[config.mk]
export PLATFORM = sky130hd
export DESIGN_NAME = uart_rx_fifo
export DESIGN_NICKNAME = d
export VERILOG_FILES = /design/src/rtl/uart_pkg.sv /design/src/rtl/sync_fifo.sv /design/src/rtl/uart_rx_fifo.sv
export SDC_FILE = /design/constraint.sdc
export NUM_CORES = 1
export LEC_CHECK = 0
export CAP_MARGIN = 20
export CORE_UTILIZATION = 30
export CTS_CLUSTER_SIZE = 40
export DETAILED_ROUTE_END_ITERATION = 10
export SETUP_SLACK_MARGIN = 0.5
export SYNTH_ARGS = -nofsm -noshare
export SYNTH_HDL_FRONTEND = slang
export SYNTH_SLANG_ARGS = --single-unit
[constraint.sdc]
create_clock -name clk_i -period 4 [get_ports clk_i]
set_input_delay 0.8 -clock clk_i [delete_from_list [all_inputs] [get_ports clk_i]]
set_output_delay 0.8 -clock clk_i [all_outputs]
set_load 0.05 [all_outputs]
[src/rtl/uart_pkg.sv]
// Shared types and constants for the UART receive path.
package uart_pkg;

  typedef enum logic [2:0] {
    IDLE,
    START,
    DATA,
    PARITY,
    STOP
  } rx_state_t;

  localparam int unsigned DATA_BITS  = 8;
  localparam logic        IDLE_LEVEL = 1'b1;

  // Even parity: the parity bit that makes the total count of ones even.
  function automatic logic even_parity(input logic [DATA_BITS-1:0] data);
    return ^data;
  endfunction

endpackage

[src/rtl/sync_fifo.sv]
// Synchronous first-word-fall-through FIFO; DEPTH must be a power of 2.
// Shared by the UART receive and transmit paths.
module sync_fifo #(
  parameter int unsigned WIDTH = 8,
  parameter int unsigned DEPTH = 8
) (
  input  logic                     clk_i,
  input  logic                     rst_ni,
  input  logic                     push_i,
  input  logic [WIDTH-1:0]         wdata_i,
  input  logic                     pop_i,
  output logic [WIDTH-1:0]         rdata_o,
  output logic                     empty_o,
  output logic                     full_o,
  output logic [$clog2(DEPTH):0]   count_o
);

  localparam int unsigned AW = $clog2(DEPTH);

  logic [WIDTH-1:0] mem_q [DEPTH];
  logic [AW-1:0]    wr_ptr_q, wr_ptr_d;
  logic [AW-1:0]    rd_ptr_q, rd_ptr_d;
  logic [AW:0]      count_q, count_d;
  logic             do_push, do_pop;

  assign empty_o = (count_q == '0);
  assign full_o  = (count_q == (AW + 1)'(DEPTH));
  assign count_o = count_q;
  // Head is forced to zero when empty so the output is defined out of reset.
  assign rdata_o = empty_o ? '0 : mem_q[rd_ptr_q];

  // A push into a full FIFO is accepted only when a pop frees the slot in the same cycle.
  assign do_pop  = pop_i && !empty_o;
  assign do_push = push_i && (!full_o || pop_i);

  // Next-state for pointers and occupancy.
  always_comb begin
    wr_ptr_d = wr_ptr_q;
    rd_ptr_d = rd_ptr_q;
    count_d  = count_q;
    if (do_push) wr_ptr_d = wr_ptr_q + AW'(1);
    if (do_pop)  rd_ptr_d = rd_ptr_q + AW'(1);
    case ({do_push, do_pop})
      2'b10:   count_d = count_q + (AW + 1)'(1);
      2'b01:   count_d = count_q - (AW + 1)'(1);
      default: count_d = count_q;
    endcase
  end

  // Pointer and occupancy registers.
  always_ff @(posedge clk_i or negedge rst_ni) begin
    if (!rst_ni) begin
      wr_ptr_q <= '0;
      rd_ptr_q <= '0;
      count_q  <= '0;
    end else begin
      wr_ptr_q <= wr_ptr_d;
      rd_ptr_q <= rd_ptr_d;
      count_q  <= count_d;
    end
  end

  // Storage array; contents need no reset since reads are gated by occupancy.
  always_ff @(posedge clk_i) begin
    if (do_push) mem_q[wr_ptr_q] <= wdata_i;
  end

endmodule

[src/rtl/uart_rx_fifo.sv]
// UART receiver (8N1, LSB first) feeding a receive FIFO, with a level interrupt
// while data is pending. Define UART_RX_PARITY_EN for 8E1 frames with parity checking.
module uart_rx_fifo
  import uart_pkg::*;
#(
  parameter int unsigned CLKS_PER_BIT = 868,
  parameter int unsigned FIFO_DEPTH   = 8
) (
  input  logic                          clk_i,
  input  logic                          rst_ni,
  input  logic                          rx_i,
  input  logic                          rd_en_i,
  input  logic                          clr_err_i,
  output logic [DATA_BITS-1:0]          rd_data_o,
  output logic                          empty_o,
  output logic                          full_o,
  output logic [$clog2(FIFO_DEPTH):0]   count_o,
  output logic                          frame_err_o,
  output logic                          overrun_o,
  output logic                          parity_err_o,
  output logic                          rx_irq_o
);

  localparam int unsigned CW = $clog2(CLKS_PER_BIT);
  localparam int unsigned BW = $clog2(DATA_BITS);
  localparam logic [CW-1:0] HalfBit = CW'(CLKS_PER_BIT / 2 - 1);
  localparam logic [CW-1:0] FullBit = CW'(CLKS_PER_BIT - 1);
  localparam logic [BW-1:0] LastBit = BW'(DATA_BITS - 1);

  rx_state_t            state_q, state_d;
  logic                 sync1_q, sync2_q, hist_q;
  logic [CW-1:0]        cnt_q, cnt_d;
  logic [BW-1:0]        bit_idx_q, bit_idx_d;
  logic [DATA_BITS-1:0] shift_q, shift_d;
  logic                 frame_err_q, frame_err_d;
  logic                 overrun_q, overrun_d;
  logic                 rx_irq_q;
  logic                 set_frame, set_overrun, set_parity;
  logic                 push;
  logic                 fifo_empty, fifo_full;
  logic                 rx_s;
  logic                 par_bad;

  assign rx_s = sync2_q;

`ifdef UART_RX_PARITY_EN
  logic par_bad_q, par_bad_d;
  logic parity_err_q, parity_err_d;
  assign par_bad      = par_bad_q;
  assign parity_err_o = parity_err_q;
`else
  assign par_bad      = 1'b0;
  assign parity_err_o = 1'b0;
`endif

  // Synchroniser plus one history flop for start-edge detection.
  always_ff @(posedge clk_i or negedge rst_ni) begin
    if (!rst_ni) begin
      sync1_q <= IDLE_LEVEL;
      sync2_q <= IDLE_LEVEL;
      hist_q  <= IDLE_LEVEL;
    end else begin
      sync1_q <= rx_i;
      sync2_q <= sync1_q;
      hist_q  <= sync2_q;
    end
  end

  // Receive FSM: bit timing, sampling, shift register and frame verdict.
  always_comb begin
    state_d     = state_q;
    cnt_d       = cnt_q;
    bit_idx_d   = bit_idx_q;
    shift_d     = shift_q;
    push        = 1'b0;
    set_frame   = 1'b0;
    set_overrun = 1'b0;
    set_parity  = 1'b0;
`ifdef UART_RX_PARITY_EN
    par_bad_d   = par_bad_q;
`endif
    case (state_q)
      IDLE: begin
        // Needs a real 1->0 edge, so a held-low break is not re-detected.
        if (hist_q && !rx_s) begin
          state_d = START;
          cnt_d   = '0;
        end
      end
      START: begin
        if (cnt_q == HalfBit) begin
          if (!rx_s) begin
            state_d   = DATA;
            cnt_d     = '0;
            bit_idx_d = '0;
`ifdef UART_RX_PARITY_EN
            par_bad_d = 1'b0;
`endif
          end else begin
            state_d = IDLE;  // glitch, not a start bit
          end
        end else begin
          cnt_d = cnt_q + CW'(1);
        end
      end
      DATA: begin
        if (cnt_q == FullBit) begin
          cnt_d   = '0;
          shift_d = {rx_s, shift_q[DATA_BITS-1:1]};
          if (bit_idx_q == LastBit) begin
`ifdef UART_RX_PARITY_EN
            state_d = PARITY;
`else
            state_d = STOP;
`endif
          end else begin
            bit_idx_d = bit_idx_q + BW'(1);
          end
        end else begin
          cnt_d = cnt_q + CW'(1);
        end
      end
`ifdef UART_RX_PARITY_EN
      PARITY: begin
        if (cnt_q == FullBit) begin
          cnt_d     = '0;
          par_bad_d = (rx_s != even_parity(shift_q));
          state_d   = STOP;
        end else begin
          cnt_d = cnt_q + CW'(1);
        end
      end
`endif
      STOP: begin
        if (cnt_q == FullBit) begin
          state_d    = IDLE;
          cnt_d      = '0;
          set_frame  = !rx_s;
          set_parity = par_bad;
          if (rx_s && !par_bad) begin
            if (fifo_full) set_overrun = 1'b1;
            else           push        = 1'b1;
          end
        end else begin
          cnt_d = cnt_q + CW'(1);
        end
      end
      default: state_d = IDLE;
    endcase
  end

  // Sticky error flags; a new error wins over a same-cycle clear.
  always_comb begin
    frame_err_d  = set_frame   | (frame_err_q & ~clr_err_i);
    overrun_d    = set_overrun | (overrun_q & ~clr_err_i);
`ifdef UART_RX_PARITY_EN
    parity_err_d = set_parity  | (parity_err_q & ~clr_err_i);
`endif
  end

  // FSM, datapath and flag registers.
  always_ff @(posedge clk_i or negedge rst_ni) begin
    if (!rst_ni) begin
      state_q      <= IDLE;
      cnt_q        <= '0;
      bit_idx_q    <= '0;
      shift_q      <= '0;
      frame_err_q  <= 1'b0;
      overrun_q    <= 1'b0;
      rx_irq_q     <= 1'b0;
`ifdef UART_RX_PARITY_EN
      par_bad_q    <= 1'b0;
      parity_err_q <= 1'b0;
`endif
    end else begin
      state_q      <= state_d;
      cnt_q        <= cnt_d;
      bit_idx_q    <= bit_idx_d;
      shift_q      <= shift_d;
      frame_err_q  <= frame_err_d;
      overrun_q    <= overrun_d;
      rx_irq_q     <= !fifo_empty;
`ifdef UART_RX_PARITY_EN
      par_bad_q    <= par_bad_d;
      parity_err_q <= parity_err_d;
`endif
    end
  end

  sync_fifo #(
    .WIDTH (DATA_BITS),
    .DEPTH (FIFO_DEPTH)
  ) u_fifo (
    .clk_i   (clk_i),
    .rst_ni  (rst_ni),
    .push_i  (push),
    .wdata_i (shift_q),
    .pop_i   (rd_en_i),
    .rdata_o (rd_data_o),
    .empty_o (fifo_empty),
    .full_o  (fifo_full),
    .count_o (count_o)
  );

  assign empty_o     = fifo_empty;
  assign full_o      = fifo_full;
  assign frame_err_o = frame_err_q;
  assign overrun_o   = overrun_q;
  assign rx_irq_o    = rx_irq_q;

endmodule

==> results of run 1 <==
-- worst max-delay path: stages, from the launching register on --
cell	delay, ns
dfrtp_1	0.45
or4_1	0.60
clkinv_1	0.25
clkdlybuf4s50_1	0.86
-- metrics by stage --
stage | power [mW] | hold slack, ns | setup slack, ns | instances | util, %
after floorplan | 1.87 | 0.345 | 0.745 | 311 | -
after global placement | 2.08 | 0.347 | 1.02 | 517 | 33.7
after detailed placement | 2.10 | 0.350 | 0.918 | 517 | 33.7
after CTS | 3.04 | 0.360 | 0.640 | 533 | 35.9
after global routing | 3.14 | 0.368 | 0.567 | 533 | 35.9
final | 3.00 | 0.358 | 0.683 | 533 | 35.9
-- cell usage after synthesis (all sizes together), types with 3 or more instances --
| master | instances |
|---|---|
| nand3 | 6 |
| nand4 | 3 |
| mux4 | 16 |
| o21a | 3 |
| nor3 | 5 |
| buf | 8 |
| nand2b | 4 |
| o2111ai | 4 |
| or3 | 3 |
| nor2 | 16 |
| xnor2 | 4 |
| mux2 | 11 |
| nor4 | 5 |
| clkbuf | 6 |
| inv | 14 |
| nor3b | 6 |
| o221ai | 8 |
| nand2 | 11 |
| dfstp | 3 |
| edfxtp | 64 |
| and3 | 3 |
| ha | 9 |
| dfrtp | 37 |
| mux2i | 11 |
| nor2b | 3 |
| xor2 | 6 |
| o21ai | 10 |
-- logic make-up after synthesis --
group,after synthesis,share of synthesized area [%]
AOI/OAI and AO/OA,42,7.16
xor gates and xnor gates,10,1.88
other,1,0.0807
muxes,38,12.8
and+or+nand+nor,78,9.99
adders and majority gates,9,2.42
DFF,104,63.0
buffers and inverters,29,2.72
-- cell usage in the layout (no fill, tap or decap), types with 3 or more instances in the layout --
cell type / instances
nor3_1: 5
clkdlybuf4s50_1: 20
xnor2_1: 4
edfxtp_1: 64
mux4_2: 16
o221ai_1: 8
xor2_1: 6
nand2_1: 11
o21ai_0: 8
nor2_1: 16
buf_4: 11
nor3b_1: 6
inv_1: 14
nor2b_1: 3
clkbuf_16: 9
dfstp_2: 3
nor4_1: 4
nand3_1: 6
nand4_1: 3
nand2b_1: 4
mux2i_1: 11
ha_1: 9
mux2_2: 11
o2111ai_1: 4
dfrtp_1: 37
o21a_1: 3
-- power groups by stage --
stage | registers [mW] | clock network, mW | logic [mW]
floorplan | 1.38 | 0 | 0.484
global placement | 1.36 | 0 | 0.717
detailed placement | 1.37 | 0 | 0.731
CTS | 1.35 | 0.965 | 0.732
global route | 1.36 | 0.998 | 0.779
finish | 1.34 | 0.938 | 0.717
-- how the worst max path moves through the flow --
| stage | startpoint | to | depth (start not counted) |
|---|---|---|---|
| floorplan | u_fifo.count_o[1] | u_fifo.count_o[2] | 10 |
| global placement | cnt_q[3] | u_fifo.count_o[2] | 10 |
| detailed placement | cnt_q[3] | u_fifo.count_o[2] | 10 |
| CTS | u_fifo.count_o[2] | empty_o | 3 |
| global route | u_fifo.rd_ptr_q[0] | rd_data_o[3] | 5 |
| finish | u_fifo.count_o[2] | empty_o | 3 |
-- sequential cells by signal, summed over array words and instances, names as in the netlist --
| signal | flops |
|---|---|
| bit_idx_q | 3 |
| cnt_q | 10 |
| frame_err_o | 1 |
| hist_q | 1 |
| overrun_o | 1 |
| rx_irq_o | 1 |
| rx_s | 1 |
| shift_q | 8 |
| state_q | 3 |
| sync1_q | 1 |
| u_fifo.count_o | 4 |
| u_fifo.mem_q | 64 |
| u_fifo.rd_ptr_q | 3 |
| u_fifo.wr_ptr_q | 3 |
-- final cells by class --
cell class	instances	area (µm²)
clock inverter	7	101
fill	1435	9710
multi-input combinational	178	1600
tap	188	235
clock buffer	9	225
timing repair buffer	32	288
sequential	104	2930
inverter	15	56.3
-- metal layers --
layer	track usage, %	wire length, µm
met3	3.37	358
met1	14.3	3930
met2	21.2	4550
met5	0	0
met4	3.97	116
==> results.sh, run 1 <==
export IMPL_max_cap_violations=0
export IMPL_ys_types=63
export IMPL_drive_gt1_share_pct=20.0
export IMPL_hold_start="sync1_q"
export IMPL_required_ns=3.20
export IMPL_wl_per_cell_um=16.8
export IMPL_cts_tree="done"
export IMPL_dpl_hpwl_um=5660
export IMPL_drtIter0Drc=115
export IMPL_clock_skew_ns=0.00720
export IMPL_drtAntennaViolNets=0
export IMPL_io_buffers=21
export IMPL_power_clock_fraction_pct=31.3
export IMPL_async_reset_ff_share_pct=38.5
export IMPL_synth_flop_cell="edfxtp_1"
export IMPL_num_vias=2686
export IMPL_min_path_cells=0
export IMPL_min_period_over_period_pct=82.9
export IMPL_hold_path_endpoint="rx_s"
export IMPL_dieArea_um2=16000
export IMPL_initial_core_util_pct=30.7
export IMPL_fin_area_um2=5430
export IMPL_numClockSinks=104
export IMPL_grt_max_degree=41
export IMPL_rows=45
export IMPL_fmax_mhz=302
export IMPL_detailedRoute_firstPassIterationCount=4
export IMPL_cp_arrival_ns=2.52
export IMPL_drc=0
export IMPL_synth_seq_cells=104
export IMPL_regToRegStartpoint="cnt_q[3]"
export IMPL_grt_setup_unrepaired="false"
export IMPL_report_final_hold_viol_count=0
export IMPL_ios=23
export IMPL_fin_tns_setup_ns=0
export IMPL_ir_drop_mv=0.214
export IMPL_outcome="completed"
export IMPL_hp_class="flop to flop"
export IMPL_endpoint_kind="output port"
export IMPL_netlist_area_um2=4650
export IMPL_synth_largest_area_cell="edfxtp_1"
export IMPL_cts_resized=0
export IMPL_n_antenna_cell=0
export IMPL_drv_slew=0
export IMPL_cp_start_kind="flop"
export IMPL_cts_htree_levels=3
export IMPL_areaGrowthSynthToFinish_pct=16.9
export IMPL_synthCells=311
export IMPL_synth_top_cell_area_share_pct=41.3
export IMPL_post_cts_setup_buffers=0
export IMPL_critical_path_class="flop to output port"
export IMPL_p_sw_mw=0.990
export IMPL_setup_viol_count_final=0
export IMPL_viasPerCell=5.04
export IMPL_fp_dieH_um=126
export IMPL_seq_power_share_pct=44.8
export IMPL_die_width_um=126
export IMPL_dpl_instance_area_um2=5110
export IMPL_timing_rr_end="u_fifo.count_o[2]"
export IMPL_p_int_mw=2.01
export IMPL_yosys_warnings=0
export IMPL_cp_max_fo=9
export IMPL_grt_pass1_vias=2777
export IMPL_slew_headroom_pct=36.5
export IMPL_avgSynthCellArea_um2=14.9
export IMPL_synth_nets=325
export IMPL_nets=354
export IMPL_p_sw_share_pct=33.0
export IMPL_clkTransAtPathRegs_ns=0.07
export IMPL_gp_congestion=0.774
export IMPL_grt_pass1_wl_um=14700
export IMPL_root_buffer="clkbuf_16"
export IMPL_p_comb_share_pct=23.9
export IMPL_reg2reg_depth=10
export IMPL_antenna_found_initial=0
export IMPL_tightest_slew_ns=0.951
export IMPL_synth_edf_count=64
export IMPL_overflow=0
export IMPL_seq_area_frac_synth_pct=63.0
export IMPL_power_density_nw_per_um2=552
export IMPL_hold_buffers=0
export IMPL_clk_latency_ns=0.35
export IMPL_numCtsBuffers=9
export IMPL_period_minus_slack_ns=3.32
export IMPL_grt_util_all_layers_pct=12.1
export IMPL_cts_path_max_buffers=2
export IMPL_synthTopCellsByArea="edfxtp_1 (41%), dfrtp_1 (20%), mux4_2 (7.8%)"
export IMPL_reg2reg_slack_ns=0.86
export IMPL_core_area_um2=15100
export IMPL_wl_um=8960
export IMPL_p_leak_nw=1.81
No activity file was read; power rests on OpenSTA's default activity.
==> inputs of run 2 (changes only) <==
clock period = 2.85 ns   (was 4 ns; I/O delays follow)
==> run 2 against run 1 <==
Compared with the run above:
- global-route usage is essentially flat
- largest power group unchanged
- sequential share of layout area shrank 3.0 points
- clock skew grew 0.0030 ns
- die area is the same
- first-iteration DRC count grew 11%
- critical endpoint is now rd_data_o[0]
- critical path depth grew 2
- power grew 48%
- sequential power grew 44%
==> results.sh, run 2 (synthesized netlist as in run 1, its figures left out) <==
export IMPL_outcome="completed"
export IMPL_setup_viol_count_final=0
export IMPL_detailedRoute_firstPassIterationCount=4
export IMPL_max_cap_violations=0
export IMPL_min_period_over_period_pct=85.5
export IMPL_rows=45
export IMPL_fill_cells=1401
export IMPL_critical_path_class="flop to output port"
export IMPL_final_seq_area_um2=2940
export IMPL_top_register="u_fifo.mem_q"
export IMPL_drive_gt1_share_pct=37.1
export IMPL_min_path_cells=0
export IMPL_required_ns=2.28
export IMPL_grt_util_all_layers_pct=12.1
export IMPL_endpoint_kind="output port"
export IMPL_final_common_cell="edfxtp_1"
export IMPL_hold_path_endpoint="rx_s"
export IMPL_root_buffer="clkbuf_16"
export IMPL_clkTransAtPathRegs_ns=0.07
export IMPL_crit_buf_inv=2
export IMPL_n_antenna_cell=0
export IMPL_power_density_nw_per_um2=767
export IMPL_reg2reg_slack_ns=0.54
export IMPL_hold_start="sync1_q"
export IMPL_drv_slew=0
export IMPL_tightest_slew_ns=0.939
export IMPL_num_vias=2753
export IMPL_numCtsBuffers=9
export IMPL_grt_pass1_wl_um=14500
export IMPL_io_buffers=21
export IMPL_hp_class="flop to flop"
export IMPL_path_cells="buf_12 -> mux4_2 -> mux2i_2 -> nor2_4 -> buf_6"
export IMPL_wl_per_cell_um=16.6
export IMPL_ir_drop_mv=0.328
export IMPL_drtIter0Drc=128
export IMPL_hold_buffers=0
export IMPL_grt_setup_unrepaired="true"
export IMPL_wl_um=9090
export IMPL_clock_skew_ns=0.0102
export IMPL_overflow=0
export IMPL_dieArea_um2=16000
export IMPL_p_leak_nw=1.97
export IMPL_clk_latency_ns=0.34
export IMPL_cts_tree="done"
export IMPL_core_area_um2=15100
export IMPL_period_minus_slack_ns=2.44
export IMPL_drtAntennaViolNets=0
export IMPL_initial_core_util_pct=30.7
export IMPL_cp_top_family="multiplexers"
export IMPL_cp_arrival_ns=1.87
export IMPL_cpPeakStageDelay_ns=0.51
export IMPL_die_width_um=126
export IMPL_regToRegStartpoint="u_fifo.count_o[1]"
export IMPL_multi_input_area_um2=1780
export IMPL_timing_rr_end="u_fifo.count_o[2]"
export IMPL_grt_max_degree=41
export IMPL_reg2reg_depth=9
export IMPL_cp_start_kind="flop"
export IMPL_grt_pass1_vias=2781
export IMPL_ios=23
export IMPL_numClockSinks=104
export IMPL_cp_max_fo=8
export IMPL_final_cell_mix="edfxtp_1 (64), dfrtp_1 (28), buf_4 (24)"
export IMPL_cts_htree_levels=3
export IMPL_viasPerCell=5.01
export IMPL_slew_headroom_pct=37.4
export IMPL_fin_tns_setup_ns=0
export IMPL_cts_path_max_buffers=2
export IMPL_nets=370
export IMPL_dpl_hpwl_um=5760
export IMPL_power_total_mw=4.43
export IMPL_report_final_hold_viol_count=0
export IMPL_antenna_found_initial=0
export IMPL_top_regs="u_fifo.mem_q (64), cnt_q (10), shift_q (8)"
export IMPL_drc=0
export IMPL_slowest_stage="mux4_2"
export IMPL_largest_reg_flops=64
export IMPL_gp_congestion=0.784
export IMPL_fmax_mhz=410
export IMPL_fp_dieH_um=126
export IMPL_areaGrowthSynthToFinish_pct=24.3
-- run 2: cell count changes in the layout (fill, tap and decap cells not counted), moves of 7 or more --
cell,previous run,this run
buf_4,11,24
clkdlybuf4s50_1,20,10
buf_6,0,9
dfrtp_1,37,28
dfrtp_2,0,9
nor2_1,16,8
nor2_2,0,7
-- run 2: timing repair --
| item | in CTS | in global routing |
|---|---|---|
| gates resized for setup | 20 | 19 |
| pin swaps | 4 | 11 |
| cloned | 0 | 2 |
| hold endpoints to repair | 0 | 0 |
| endpoints found under the setup margin | 16 | 20 |
| buffers inserted | 6 | 6 |
-- run 2: through the flow --
stage          instances  setup slack, ns  util, %  instance area [µm²]  hold WS, ns
2_1_floorplan        311            0.250        -                 4740        0.274
3_3_place_gp         519            0.381     34.3                 5190        0.346
3_5_place_dp         519            0.237     34.3                 5190        0.347
4_1_cts              541            0.347     37.2                 5630        0.358
5_1_grt              549            0.340     38.1                 5780        0.363
6_report             549            0.414     38.1                 5780        0.357
-- run 2: where the power goes --
group	internal (mW)	switching [mW]	total, mW	leakage (nW)
Clock	0.726	0.561	1.29	0.158
Combinational	0.569	0.646	1.21	0.868
Sequential	1.70	0.226	1.93	0.942
Total	3.00	1.43	4.43	1.97
-- run 2: metal layers --
layer / track usage, % / vias up / share of wire, %
li1: - / 1301 / -
met1: 14.3 / 1406 / 44
met2: 21.3 / 34 / 52
met3: 3.42 / 12 / 2.6
met4: 3.90 / 0 / 1.4
met5: 0 / - / 0
-- run 2: area by class of cell --
| cell class | count | share of cell area [%] |
|---|---|---|
| multi-input cells | 179 | 30.9 |
| clock inverters | 6 | 1.45 |
| flip-flops and latches | 104 | 50.9 |
| clock buffers | 10 | 4.14 |
| well taps | 188 | 4.07 |
| repair buffers | 47 | 7.56 |
| inverters | 15 | 1.06 |
-- run 2: how the worst max path moves through the flow --
stage | start | to | slack [ns] | cells after the start
floorplan | u_fifo.count_o[2] | u_fifo.count_o[2] | 0.25 | 10
global placement | cnt_q[3] | u_fifo.count_o[2] | 0.38 | 10
detailed placement | state_q[2] | u_fifo.count_o[3] | 0.24 | 8
CTS | u_fifo.rd_ptr_q[0] | rd_data_o[0] | 0.35 | 5
global route | u_fifo.rd_ptr_q[0] | rd_data_o[1] | 0.34 | 5
finish | u_fifo.rd_ptr_q[0] | rd_data_o[0] | 0.41 | 5
==> inputs of run 3 (changes only) <==
PLACE_DENSITY = 0.58   (was not set)
==> run 3 against run 2 <==
Compared with the run above:
- clock power is 9% lower
- global-route usage rose by 0.32 points
- wire length rose by 2.1%
- critical endpoint is now rd_data_o[4]
- register-to-register slack got worse by 0.09 ns
- fmax decreased by 1.3%
- first-iteration DRC count up 66%
- clock-buffer cell count unchanged
- largest cell class unchanged
- critical path depth unchanged
- clock skew shrank 0.0038 ns
==> results.sh, run 3 (synthesized netlist as in run 1, its figures left out) <==
export IMPL_drive_gt1_share_pct=36.1
export IMPL_seq_power_share_pct=45.6
export IMPL_grt_util_all_layers_pct=12.4
export IMPL_grt_pass1_wl_um=14900
export IMPL_hp_class="primary input to asynchronous set/reset pin"
export IMPL_final_cell_mix="edfxtp_1 (64), dfrtp_1 (28), buf_4 (23)"
export IMPL_dieArea_um2=16000
export IMPL_p_int_mw=2.86
export IMPL_path_cells="buf_12 -> mux4_2 -> mux2i_2 -> nor2_2 -> buf_4"
export IMPL_fp_dieH_um=126
export IMPL_wl_per_cell_um=17.0
export IMPL_cts_htree_levels=3
export IMPL_outcome="completed"
export IMPL_rows=45
export IMPL_p_sw_share_pct=33.1
export IMPL_cts_path_max_buffers=2
export IMPL_gp_congestion=0.754
export IMPL_slowest_stage="mux4_2"
export IMPL_critical_path_class="flop to output port"
export IMPL_p_leak_nw=1.94
export IMPL_largest_reg_flops=64
export IMPL_dpl_hpwl_um=5820
export IMPL_holdWs_ns=0.0329
export IMPL_p_comb_share_pct=26.7
export IMPL_clkTransAtPathRegs_ns=0.07
export IMPL_nets=366
export IMPL_overflow=0
export IMPL_io_buffers=21
export IMPL_grt_setup_unrepaired="true"
export IMPL_wl_um=9290
export IMPL_min_period_over_period_pct=86.6
export IMPL_p_sw_mw=1.42
export IMPL_areaGrowthSynthToFinish_pct=22.4
export IMPL_cpPeakStageDelay_ns=0.52
export IMPL_antenna_found_initial=0
export IMPL_fin_tns_setup_ns=0
export IMPL_required_ns=2.28
export IMPL_root_buffer="clkbuf_16"
export IMPL_cp_arrival_ns=1.90
export IMPL_final_common_cell="edfxtp_1"
export IMPL_initial_core_util_pct=30.7
export IMPL_power_clock_fraction_pct=27.7
export IMPL_tightest_slew_ns=0.769
export IMPL_slew_headroom_pct=48.4
export IMPL_grt_pass1_vias=2814
export IMPL_report_final_hold_viol_count=0
export IMPL_core_area_um2=15100
export IMPL_setup_viol_count_final=0
export IMPL_cp_max_fo=9
export IMPL_max_cap_violations=0
export IMPL_grt_max_degree=41
export IMPL_drtIter0Drc=212
export IMPL_dp_cells=519
export IMPL_period_minus_slack_ns=2.47
export IMPL_numClockSinks=104
export IMPL_num_vias=2732
export IMPL_endpoint_kind="output port"
export IMPL_cp_start_kind="flop"
export IMPL_top_register="u_fifo.mem_q"
export IMPL_clk_latency_ns=0.35
export IMPL_viasPerCell=5.01
export IMPL_drc=0
export IMPL_fill_cells=1396
export IMPL_power_density_nw_per_um2=752
export IMPL_fmax_mhz=405
export IMPL_dpl_instance_area_um2=5190
export IMPL_detailedRoute_firstPassIterationCount=4
export IMPL_clock_skew_ns=0.00642
export IMPL_drtAntennaViolNets=0
export IMPL_n_antenna_cell=0
export IMPL_top_regs="u_fifo.mem_q (64), cnt_q (10), shift_q (8)"
export IMPL_fin_cells=545
export IMPL_ios=23
export IMPL_cts_tree="done"
export IMPL_die_width_um=126
export IMPL_ir_drop_mv=0.334
export IMPL_fin_area_um2=5690
export IMPL_numCtsBuffers=9
export IMPL_drv_slew=0
-- run 3: final cells by class --
type	count	area, µm²	area share, %
Timing Repair inverter	1	5.00	0.0880
Clock buffer	10	239	4.20
Sequential cell	104	2940	51.6
Timing Repair Buffer	43	410	7.21
Inverter	15	61.3	1.08
Multi-Input combinational cell	178	1750	30.8
Clock inverter	6	51.3	0.901
Tap cell	188	235	4.13
-- run 3: worst paths after layout --
check                              startpoint           endpoint  slack (ns)  cells after the start
setup / recovery           u_fifo.rd_ptr_q[0]       rd_data_o[4]        0.38                      5
hold / removal                         rst_ni       bit_idx_q[0]        0.03                      1
setup reg to reg                     cnt_q[3]  u_fifo.count_o[2]        0.45                     10
hold reg to reg                       sync1_q               rx_s        0.36                      0
max in group asynchronous              rst_ni               rx_s        2.32                      2
min in group clk_i                    sync1_q               rx_s        0.36                      0
-- run 3: stage by stage --
stage	util (%)	power, mW	setup slack, ns
CTS	36.7	4.23	0.345
floorplan	-	2.68	0.250
global placement	34.3	2.98	0.387
global route	37.6	4.50	0.297
detailed placement	34.3	3.00	0.335
finish	37.6	4.28	0.381
-- run 3: worst max-delay path, delay by kind of cell, from the launching register on --
kind                   cells  cell delay, ns
buffers and inverters      2            0.36
AND/OR/NAND/NOR            1            0.06
multiplexers               2            0.70
flip-flops                 1            0.43
-- run 3: metal layers --
metal  routed length [µm]  GRT usage [%]
met3                  330           3.33
met1                 3900           14.3
met2                 4940           22.4
met4                  117           3.97
met5                    0              0
-- run 3: what timing repair did --
item,in CTS,in global routing
pin swaps,2,6
setup endpoints to repair,15,31
hold endpoints to repair,0,0
setup buffers,3,4
gates resized for setup,14,18
gates cloned,1,1
hold buffers,0,0
-- run 3: power by group through the flow --
stage | Sequential (mW) | Combinational, mW | Clock, mW
after CTS | 1.95 | 1.06 | 1.22
final | 1.95 | 1.14 | 1.18
after detailed placement | 1.97 | 1.03 | 0
after global placement | 1.96 | 1.02 | 0
after floorplan | 1.96 | 0.716 | 0
after global routing | 1.98 | 1.24 | 1.28
